## src/rtl/output_arbiter.sv

```systemverilog
// Output arbiter: grants the shared output port to one channel FIFO for a whole
// packet at a time, round-robin among enabled channels holding a complete packet.

module output_arbiter_chk #(
    parameter int DATA_WIDTH = 8
) (
    input logic                  clk,
    input logic                  rst,
    input logic [2:0]            fifo_pop,
    input logic [2:0]            fifo_empty,
    input logic [2:0]            grant,
    input logic [DATA_WIDTH-1:0] data_out,
    input logic                  data_out_req,
    input logic                  data_out_ack
);

    a_pop_onehot: assert property (@(posedge clk) disable iff (rst) $onehot0(fifo_pop));
    a_grant_onehot: assert property (@(posedge clk) disable iff (rst) $onehot0(grant));
    a_pop_granted: assert property (@(posedge clk) disable iff (rst) (fifo_pop & ~grant) == 3'b000);
    a_pop_not_empty: assert property (@(posedge clk) disable iff (rst) (fifo_pop & fifo_empty) == 3'b000);
    a_hold_stall: assert property (@(posedge clk) disable iff (rst)
        (data_out_req && !data_out_ack) |=> (data_out_req && $stable(data_out)));

endmodule

module output_arbiter #(
    parameter int DATA_WIDTH = 8,
    parameter int DATA_SIZE  = 6
) (
    input  logic                    clk,
    input  logic                    rst,
    input  logic [2:0]              fifo_pkt_rdy,
    input  logic [2:0]              fifo_empty,
    input  logic [3*DATA_WIDTH-1:0] fifo_rdata,
    output logic [2:0]              fifo_pop,
    input  logic [2:0]              ch_en,
    input  logic                    crc_en,
    output logic [DATA_WIDTH-1:0]   data_out,
    output logic                    data_out_req,
    input  logic                    data_out_ack,
    output logic [2:0]              grant,
    output logic                    pkt_done
);

    localparam int REM_W = DATA_SIZE + 1;

    typedef enum logic [1:0] {
        ST_IDLE = 2'd0,
        ST_HDR  = 2'd1,
        ST_BODY = 2'd2
    } state_t;

    state_t                 state_r;
    state_t                 state_nxt_s;
    logic [2:0]             grant_r;
    logic [1:0]             g_idx_r;
    logic [1:0]             rr_ptr_r;
    logic                   crc_lat_r;
    logic [REM_W-1:0]       remaining_r;
    logic [DATA_WIDTH-1:0]  data_out_r;
    logic                   data_out_req_r;

    logic [2:0]             cand_s;
    logic [2:0]             pick_s;
    logic [DATA_WIDTH-1:0]  head_s;
    logic                   head_empty_s;
    logic                   has_bytes_s;
    logic                   slot_free_s;
    logic                   load_s;
    logic                   final_ack_s;
    logic [REM_W-1:0]       hdr_rem_s;

    // First candidate at or above ptr, wrapping modulo 3; one-hot result.
    function automatic logic [2:0] rr_pick(input logic [2:0] cand, input logic [1:0] ptr);
        logic [2:0] pick;
        logic [1:0] idx;
        logic       found;
        pick  = 3'b000;
        found = 1'b0;
        idx   = ptr;
        for (int k = 0; k < 3; k++) begin
            if (!found && cand[idx]) begin
                pick[idx] = 1'b1;
                found     = 1'b1;
            end else begin
                found = found;
            end
            idx = (idx == 2'd2) ? 2'd0 : idx + 2'd1;
        end
        return pick;
    endfunction

    function automatic logic [1:0] onehot_to_idx(input logic [2:0] oh);
        logic [1:0] idx;
        case (oh)
            3'b010:  idx = 2'd1;
            3'b100:  idx = 2'd2;
            default: idx = 2'd0;
        endcase
        return idx;
    endfunction

    // Head byte and empty flag of the granted channel.
    always_comb begin
        head_s       = fifo_rdata[0 +: DATA_WIDTH];
        head_empty_s = 1'b1;
        case (g_idx_r)
            2'd0: begin
                head_s       = fifo_rdata[0 +: DATA_WIDTH];
                head_empty_s = fifo_empty[0];
            end
            2'd1: begin
                head_s       = fifo_rdata[DATA_WIDTH +: DATA_WIDTH];
                head_empty_s = fifo_empty[1];
            end
            2'd2: begin
                head_s       = fifo_rdata[2*DATA_WIDTH +: DATA_WIDTH];
                head_empty_s = fifo_empty[2];
            end
            default: begin
                head_s       = fifo_rdata[0 +: DATA_WIDTH];
                head_empty_s = 1'b1;
            end
        endcase
    end

    assign hdr_rem_s = {1'b0, head_s[DATA_SIZE-1:0]} + {{DATA_SIZE{1'b0}}, crc_lat_r};

    // State register.
    always_ff @(posedge clk or posedge rst) begin
        if (rst) begin
            state_r <= ST_IDLE;
        end else begin
            state_r <= state_nxt_s;
        end
    end

    // Next-state logic; a size-0 packet without CRC enters BODY with nothing left to load.
    always_comb begin
        state_nxt_s = state_r;
        case (state_r)
            ST_IDLE: begin
                if (|cand_s) begin
                    state_nxt_s = ST_HDR;
                end else begin
                    state_nxt_s = ST_IDLE;
                end
            end
            ST_HDR: begin
                if (load_s) begin
                    state_nxt_s = ST_BODY;
                end else begin
                    state_nxt_s = ST_HDR;
                end
            end
            ST_BODY: begin
                if (final_ack_s) begin
                    state_nxt_s = ST_IDLE;
                end else begin
                    state_nxt_s = ST_BODY;
                end
            end
            default: state_nxt_s = ST_IDLE;
        endcase
    end

    // Arbitration, load decision, pop strobe and end-of-packet pulse.
    always_comb begin
        cand_s      = fifo_pkt_rdy & ch_en;
        pick_s      = rr_pick(cand_s, rr_ptr_r);
        slot_free_s = !data_out_req_r || data_out_ack;
        case (state_r)
            ST_HDR:  has_bytes_s = 1'b1;
            ST_BODY: has_bytes_s = (remaining_r != {REM_W{1'b0}});
            default: has_bytes_s = 1'b0;
        endcase
        load_s      = has_bytes_s && !head_empty_s && slot_free_s;
        final_ack_s = (state_r == ST_BODY) && (remaining_r == {REM_W{1'b0}}) &&
                      data_out_req_r && data_out_ack;
        fifo_pop    = load_s ? grant_r : 3'b000;
        pkt_done    = final_ack_s;
    end

    // Grant ownership, latched CRC mode and round-robin pointer.
    always_ff @(posedge clk or posedge rst) begin
        if (rst) begin
            grant_r   <= 3'b000;
            g_idx_r   <= 2'd0;
            crc_lat_r <= 1'b0;
            rr_ptr_r  <= 2'd0;
        end else begin
            case (state_r)
                ST_IDLE: begin
                    if (|cand_s) begin
                        grant_r   <= pick_s;
                        g_idx_r   <= onehot_to_idx(pick_s);
                        crc_lat_r <= crc_en;
                    end
                end
                ST_BODY: begin
                    if (final_ack_s) begin
                        grant_r  <= 3'b000;
                        rr_ptr_r <= (g_idx_r == 2'd2) ? 2'd0 : g_idx_r + 2'd1;
                    end
                end
                default: begin
                    grant_r <= grant_r;
                end
            endcase
        end
    end

    // Bytes still to pop after the header: payload count plus optional CRC.
    always_ff @(posedge clk or posedge rst) begin
        if (rst) begin
            remaining_r <= {REM_W{1'b0}};
        end else if (load_s && (state_r == ST_HDR)) begin
            remaining_r <= hdr_rem_s;
        end else if (load_s && (state_r == ST_BODY)) begin
            remaining_r <= remaining_r - {{DATA_SIZE{1'b0}}, 1'b1};
        end
    end

    // Output byte register and its valid flag.
    always_ff @(posedge clk or posedge rst) begin
        if (rst) begin
            data_out_r     <= {DATA_WIDTH{1'b0}};
            data_out_req_r <= 1'b0;
        end else if (load_s) begin
            data_out_r     <= head_s;
            data_out_req_r <= 1'b1;
        end else if (data_out_ack) begin
            data_out_req_r <= 1'b0;
        end
    end

    assign data_out     = data_out_r;
    assign data_out_req = data_out_req_r;
    assign grant        = grant_r;

    output_arbiter_chk #(.DATA_WIDTH(DATA_WIDTH)) u_chk (
        .clk          (clk),
        .rst          (rst),
        .fifo_pop     (fifo_pop),
        .fifo_empty   (fifo_empty),
        .grant        (grant),
        .data_out     (data_out),
        .data_out_req (data_out_req),
        .data_out_ack (data_out_ack)
    );

endmodule

```

## config.mk

```make
export PLATFORM = sky130hd
export DESIGN_NAME = output_arbiter
export DESIGN_NICKNAME = d
export VERILOG_FILES = /design/src/rtl/output_arbiter.sv
export SDC_FILE = /design/constraint.sdc
export NUM_CORES = 1
export LEC_CHECK = 0
export BUFFER_PORTS_ARGS = -buffer_cell sky130_fd_sc_hd__buf_2
export CAP_MARGIN = 40
export CORE_MARGIN = 8
export CORE_UTILIZATION = 35
export DETAILED_ROUTE_END_ITERATION = 8
export HOLD_SLACK_MARGIN = 0.06
export PLACE_DENSITY = 0.61
export RECOVER_POWER = 50
export SETUP_SLACK_MARGIN = 0.15
export SYNTH_ARGS = -nofsm -noshare
export SYNTH_HDL_FRONTEND = slang
export SYNTH_SLANG_ARGS = --single-unit
```

## constraint.sdc

```tcl
create_clock -name clk -period 2.4 [get_ports clk]
set_input_delay 0.36 -clock clk [delete_from_list [all_inputs] [get_ports clk]]
set_output_delay 0.36 -clock clk [all_outputs]
set_load 0.05 [all_outputs]
```

[After elaboration in Yosys (flattened, before gate mapping)]
Index checks and enable logic that the tools add are counted.
Word-level totals
  output and inout bits: 16
  logic and storage cells: 96
  input port bits: 37
  flip-flop bits (word level): 26
Operators by class
  add/sub/neg operators: 5
  magnitude comparators: 6
  equal/unequal tests: 10
  reductions and logical operators: 28
  bitwise operators: 3
  multiplexer cells: 36
Operators with widths (count)
  3-bit 2-to-1 mux: 6
  8-bit one-hot mux with 2 select lines: 1
  7-bit 2-to-1 mux: 2
  1-bit logical AND: 12
  1-bit 2-to-1 mux: 11
  2-bit 2-to-1 mux: 5
  2-bit by 3-bit < comparator with 1-bit output (second input constant): 3
  2-bit equality test (second input constant): 4
  6-bit by 1-bit adder with 7-bit output: 1
  7-bit zero test: 1
  7-bit nonzero test: 1
  7-bit by 1-bit subtractor with 7-bit output (second input constant): 1
  2-bit by 1-bit adder with 2-bit output (second input constant): 3
  1-bit binary-select mux with 2-bit select: 3
  1-bit demux with 2-bit select: 3
  2-bit by 1-bit greater-or-equal comparator with 1-bit output (second input constant): 3
  3-bit OR: 2
  2-bit one-hot mux with 3 select lines: 1
  3-bit one-hot mux with 2 select lines: 1
  2-bit nonzero test: 3
  2-bit by 1-bit equality test with 1-bit output (second input constant): 2
  1-bit zero test: 4
  2-bit zero test: 2
  2-bit != test (second input constant): 2
  other kinds (10): 11

[Longest topological paths before layout]
  depth after elaboration: 12
  mapped depth: 12
  mapped depth without buffers: 10

[Worst setup path before layout]
OpenSTA, ideal clock, no wires.
  path type: register -> output
  start: register g_idx_r[0]
  end: output fifo_pop[0]
  data required time: 2040 ps
  data arrival time: 2174 ps
  slack: -134 ps
  cell stages (with the launch flop): 9
  path buffers: 2
  cell sequence: dfrtp_1 inv_1 ha_1 buf_2 a22oi_1 and4b_1 nand3_1 clkbuf_1 nor2_1
On the way
  word-level cells in the longest chain between the ends: 6
  elaborated cells between the ends (all ways): 8
  those cells by class: 2 x eq/ne; 2 x mux; 4 x reduce/logical
RTL lines
  start, declared: line 56  | logic [1:0] g_idx_r;
  start signal, assigned: line 196  | g_idx_r <= onehot_to_idx(pick_s);
  2-bit equality test (tied with other cells): line 107  | case (g_idx_r)
  1-bit one-hot mux with 3 select lines *: line 107
  1-bit zero test *: line 177  | load_s = has_bytes_s && !head_empty_s && slot_free_s;
  1-bit logical AND * (2 in a row): line 177
  3-bit 2-to-1 mux *: line 180  | fifo_pop = load_s ? grant_r : 3'b000;
  end, declared: line 35  | output logic [2:0] fifo_pop,
Mark *: on every way between the ends. The rest lies on a longest branch, timed or not.

[Final worst setup path]
  start: register g_idx_r[0]
  end: output fifo_pop[2]
The elaborated chain is that of the path after synthesis.

==> results by group <==
STA
  • Setup_tns: 0 ns
  • Final hold slack: 0.319 ns
  • Final setup violation count: 0
  • Final hold violations: 0
  • Tmin final: ~2.2 ns
  • RSZ-0062 raised after global routing: true
  • Worst slew pin tran: 1.41 ns
  • Fin crit share: 92.4%
  • FMAX: 0.451 GHz
  • Final Slew Violations: 0
  • Slew margin rel.: under 10%
  • Worst-case clock skew: 0.00390 ns

Logic synthesis
  • Post-synth EDFFs: 0
  • Yosys cell types: 40
  • FFs w/ async S/R, synth: between 90% and 100%
  • Post-Syn Area: 1670 um^2
  • Ys Warns: 0
  • Net count after synthesis: 244
  • Post-synth top flop: dfrtp_1
  • #FFs+latches synth: 26
  • Seq/Total Area, Yosys: 39.0%
  • Synth Instances: 194
  • Syn_area_per_cell: 8.60 um^2

Placed design
  • Area after DPL: 2030 um^2
  • DP HPWL: around 3600 um
  • PortBufs: 52
  • Gpl congestion: 0.813

Clocking
  • CTS Buf Count: 3
  • CTS Buffer Depth: 2
  • H-tree depth: 1
  • CTS tree: yes
  • Worst-path clk slew: 0.09 ns
  • Clk_lat worst skew: 0.27 ns
  • Clock Tree Root: clkbuf_8
  • Sink Count: 26

Detailed routing
  • Router iterations before antenna repair: 4
  • Post-route DRC: 0
  • Post-route ant nets: 0
  • Routed vias: ~1600
  • Vias per inst: 5.02
  • 1st-iter DRT viols: between 50 and 60
  • WL per Instance: 14.5 um
  • Routed WL: 4490 um

Cells and area
  • ANT cells: 0
  • Fillers: 477
  • FF/Latch Area: ~650 um^2
  • Share of cells above drive strength 1: 32.8%
  • Multi-input gate area: 1030 um^2
  • Design area: 2210 um^2
  • Nets: 307
  • Core Util, Final: roughly 47%
  • Area Growth Syn to Fin: 32.5%

Pwr
  • Clock share of power: 8.8%
  • Logic pwr share: between 60 and 70%
  • Sw power: around 1700 uW
  • PwrDens: around 1500 nW/um^2
  • Worst vdd ir: 0.498 mV
  • Tot Pwr: 3270 uW
  • Int Pwr: 1610 uW
  • Seq pwr share: about a quarter
  • Switching Share: 50.7%
  • LEAKAGE: 0.00104 uW

Floorplanning
  • Die area: about 7200 um^2
  • Area of the core: 4660 um^2
  • Rows: 25
  • Die height: 85.0 um
  • Initial core utilization: roughly 36%
  • Die extent in x: between 80 and 90 um
  • IO Count: 53

Critical path
  • CP startpoint: g_idx_r[0]
  • FF-to-FF path depth: 8
  • RR Endpoint: remaining_r[6]
  • Worst setup SP type: flip-flop
  • R2r startpoint: g_idx_r[0]
  • Critical Path AT: 1.86 ns
  • Setup CP Type: flip-flop to primary output
  • CP max FO: 5
  • Kind of end point of the critical path: primary output
  • Worst setup path endpoint: fifo_pop[2]
  • WP data required: 2.04 ns
  • R2R Setup Slk: 0.28 ns

Global routing
  • Total grt overflow: 0
  • Vias in the first global route: ~1700
  • Largest net degree at the start of global routing: 27
  • GRT Total Usage: around 13%
  • First-pass GRT wire length: between 7000 and 8000 um
  • Initial antenna violation count: 0

Status
  • Outcome: finished, final reports clean

Min path
  • Hold WC Path Type: input port to flip-flop

Run
  • Max-Cap Viols: 0
-- kinds of logic (layout without fill, tap and decap cells) --
| family | Yosys count | in the layout | share of synthesized area [%] |
|---|---|---|---|
| AND/OR/NAND/NOR | 74 | 74 | 21.5 |
| AO/OA/AOI/OAI | 56 | 56 | 21.0 |
| flip-flops | 26 | 26 | 39.0 |
| buffers and inverters | 17 | 79 | 4.05 |
| adder cells (fa/ha/maj) | 13 | 13 | 9.75 |
| XOR/XNOR | 4 | 4 | 2.10 |
| multiplexers | 4 | 4 | 2.63 |
-- layout by cell type (no fill, tap or decap), types with 2 or more instances in the layout --
cell / netlist / routed
o21ai_0: 17 / 17
or3_1: 2 / 2
nand3_1: 5 / 5
nor2b_1: 2 / 2
inv_1: 9 / 5
mux2_2: 3 / 3
clkbuf_1: 5 / 9
dfrtp_1: 26 / 25
and2_4: 0 / 2
o211ai_1: 4 / 4
ha_1: 13 / 8
a22oi_1: 9 / 8
xnor2_1: 2 / 2
ha_4: 0 / 4
clkbuf_8: 0 / 4
nand2_1: 33 / 33
nor2_1: 17 / 16
a21o_1: 2 / 2
a21oi_1: 14 / 14
buf_8: 0 / 2
nor3_1: 2 / 2
buf_4: 0 / 14
inv_2: 0 / 4
xor2_1: 2 / 2
a22o_1: 2 / 2
buf_2: 2 / 41
-- worst min path at each step --
stage | start | endpoint | slack [ns] | cells after the start
5_1_grt | crc_en | crc_lat_r | 0.33 | 2
3_5_place_dp | rst | rr_ptr_r[1] | 0.45 | 3
6_report | crc_en | crc_lat_r | 0.32 | 2
3_3_place_gp | rst | rr_ptr_r[1] | 0.44 | 3
2_1_floorplan | rst | crc_lat_r | 0.40 | 1
4_1_cts | rst | data_out[5] | 0.15 | 3
-- cells in the mapped netlist (2+ instances only) --
master | number | share of area, %
a21o_1 | 2 | 0.90
a21oi_1 | 14 | 4.2
a22o_1 | 2 | 1.1
a22oi_1 | 9 | 4.1
and2_1 | 3 | 1.1
and3_1 | 2 | 0.75
buf_2 | 2 | 0.60
clkbuf_1 | 5 | 1.1
dfrtp_1 | 26 | 39
ha_1 | 13 | 9.8
inv_1 | 9 | 2.0
mux2_2 | 3 | 2.0
nand2_1 | 33 | 7.4
nand3_1 | 5 | 1.5
nor2_1 | 17 | 3.8
nor2b_1 | 2 | 0.75
nor3_1 | 2 | 0.60
o211ai_1 | 4 | 1.8
o21ai_0 | 17 | 5.1
or3_1 | 2 | 0.75
xnor2_1 | 2 | 1.1
xor2_1 | 2 | 1.1
-- sequential cells by signal (all words and copies together) (netlist names) --
signal	count
crc_lat_r	1
state_r	2
data_out	8
rr_ptr_r	2
g_idx_r	2
grant	3
remaining_r	7
data_out_req	1
-- power groups by stage --
stage | Clock, uW | Combinational, uW | Sequential (uW)
after floorplan | 0 | 1180 | 1080
after global placement | 0 | 1990 | 786
after detailed placement | 0 | 2010 | 787
after CTS | 292 | 2060 | 774
after global routing | 309 | 2450 | 810
final | 286 | 2190 | 785
-- metal layers --
layer  vias up  global-route usage (%)  share of wire [%]
li1        808                       -                  -
met1       704                    15.8                 45
met2        40                    20.7                 48
met3         4                    3.09                5.6
met4         0                    4.53                1.3
met5         -                       0                  0
-- final cells by class --
class | instances | share of cell area (%)
clock buffer | 4 | 2.49
inverter | 9 | 1.53
multi-input combinational | 151 | 46.5
sequential | 26 | 29.5
tap | 54 | 3.06
timing repair buffer | 66 | 16.9
-- stage by stage --
stage,std cells,setup WS [ns]
floorplan,194,0.0868
global placement,301,0.273
detailed placement,301,0.191
CTS,307,0.152
global route,310,0.109
finish,310,0.183
-- critical path: stages (launching register included) --
cell and delay, ns:
dfrtp_1 0.36, inv_1 0.12, ha_4 0.21, a22oi_2 0.15, and4b_2 0.27, and3_4 0.20, and2_4 0.14, buf_8 0.13
-- repair_timing --
item | 4_1_cts | 5_1_grt
pin swaps | 1 | 3
hold buffers | 0 | 0
endpoints found under the setup margin | 4 | 9
setup buffers | 2 | 3
gates resized for setup | 6 | 22
Power figures use the tool's default switching activity.
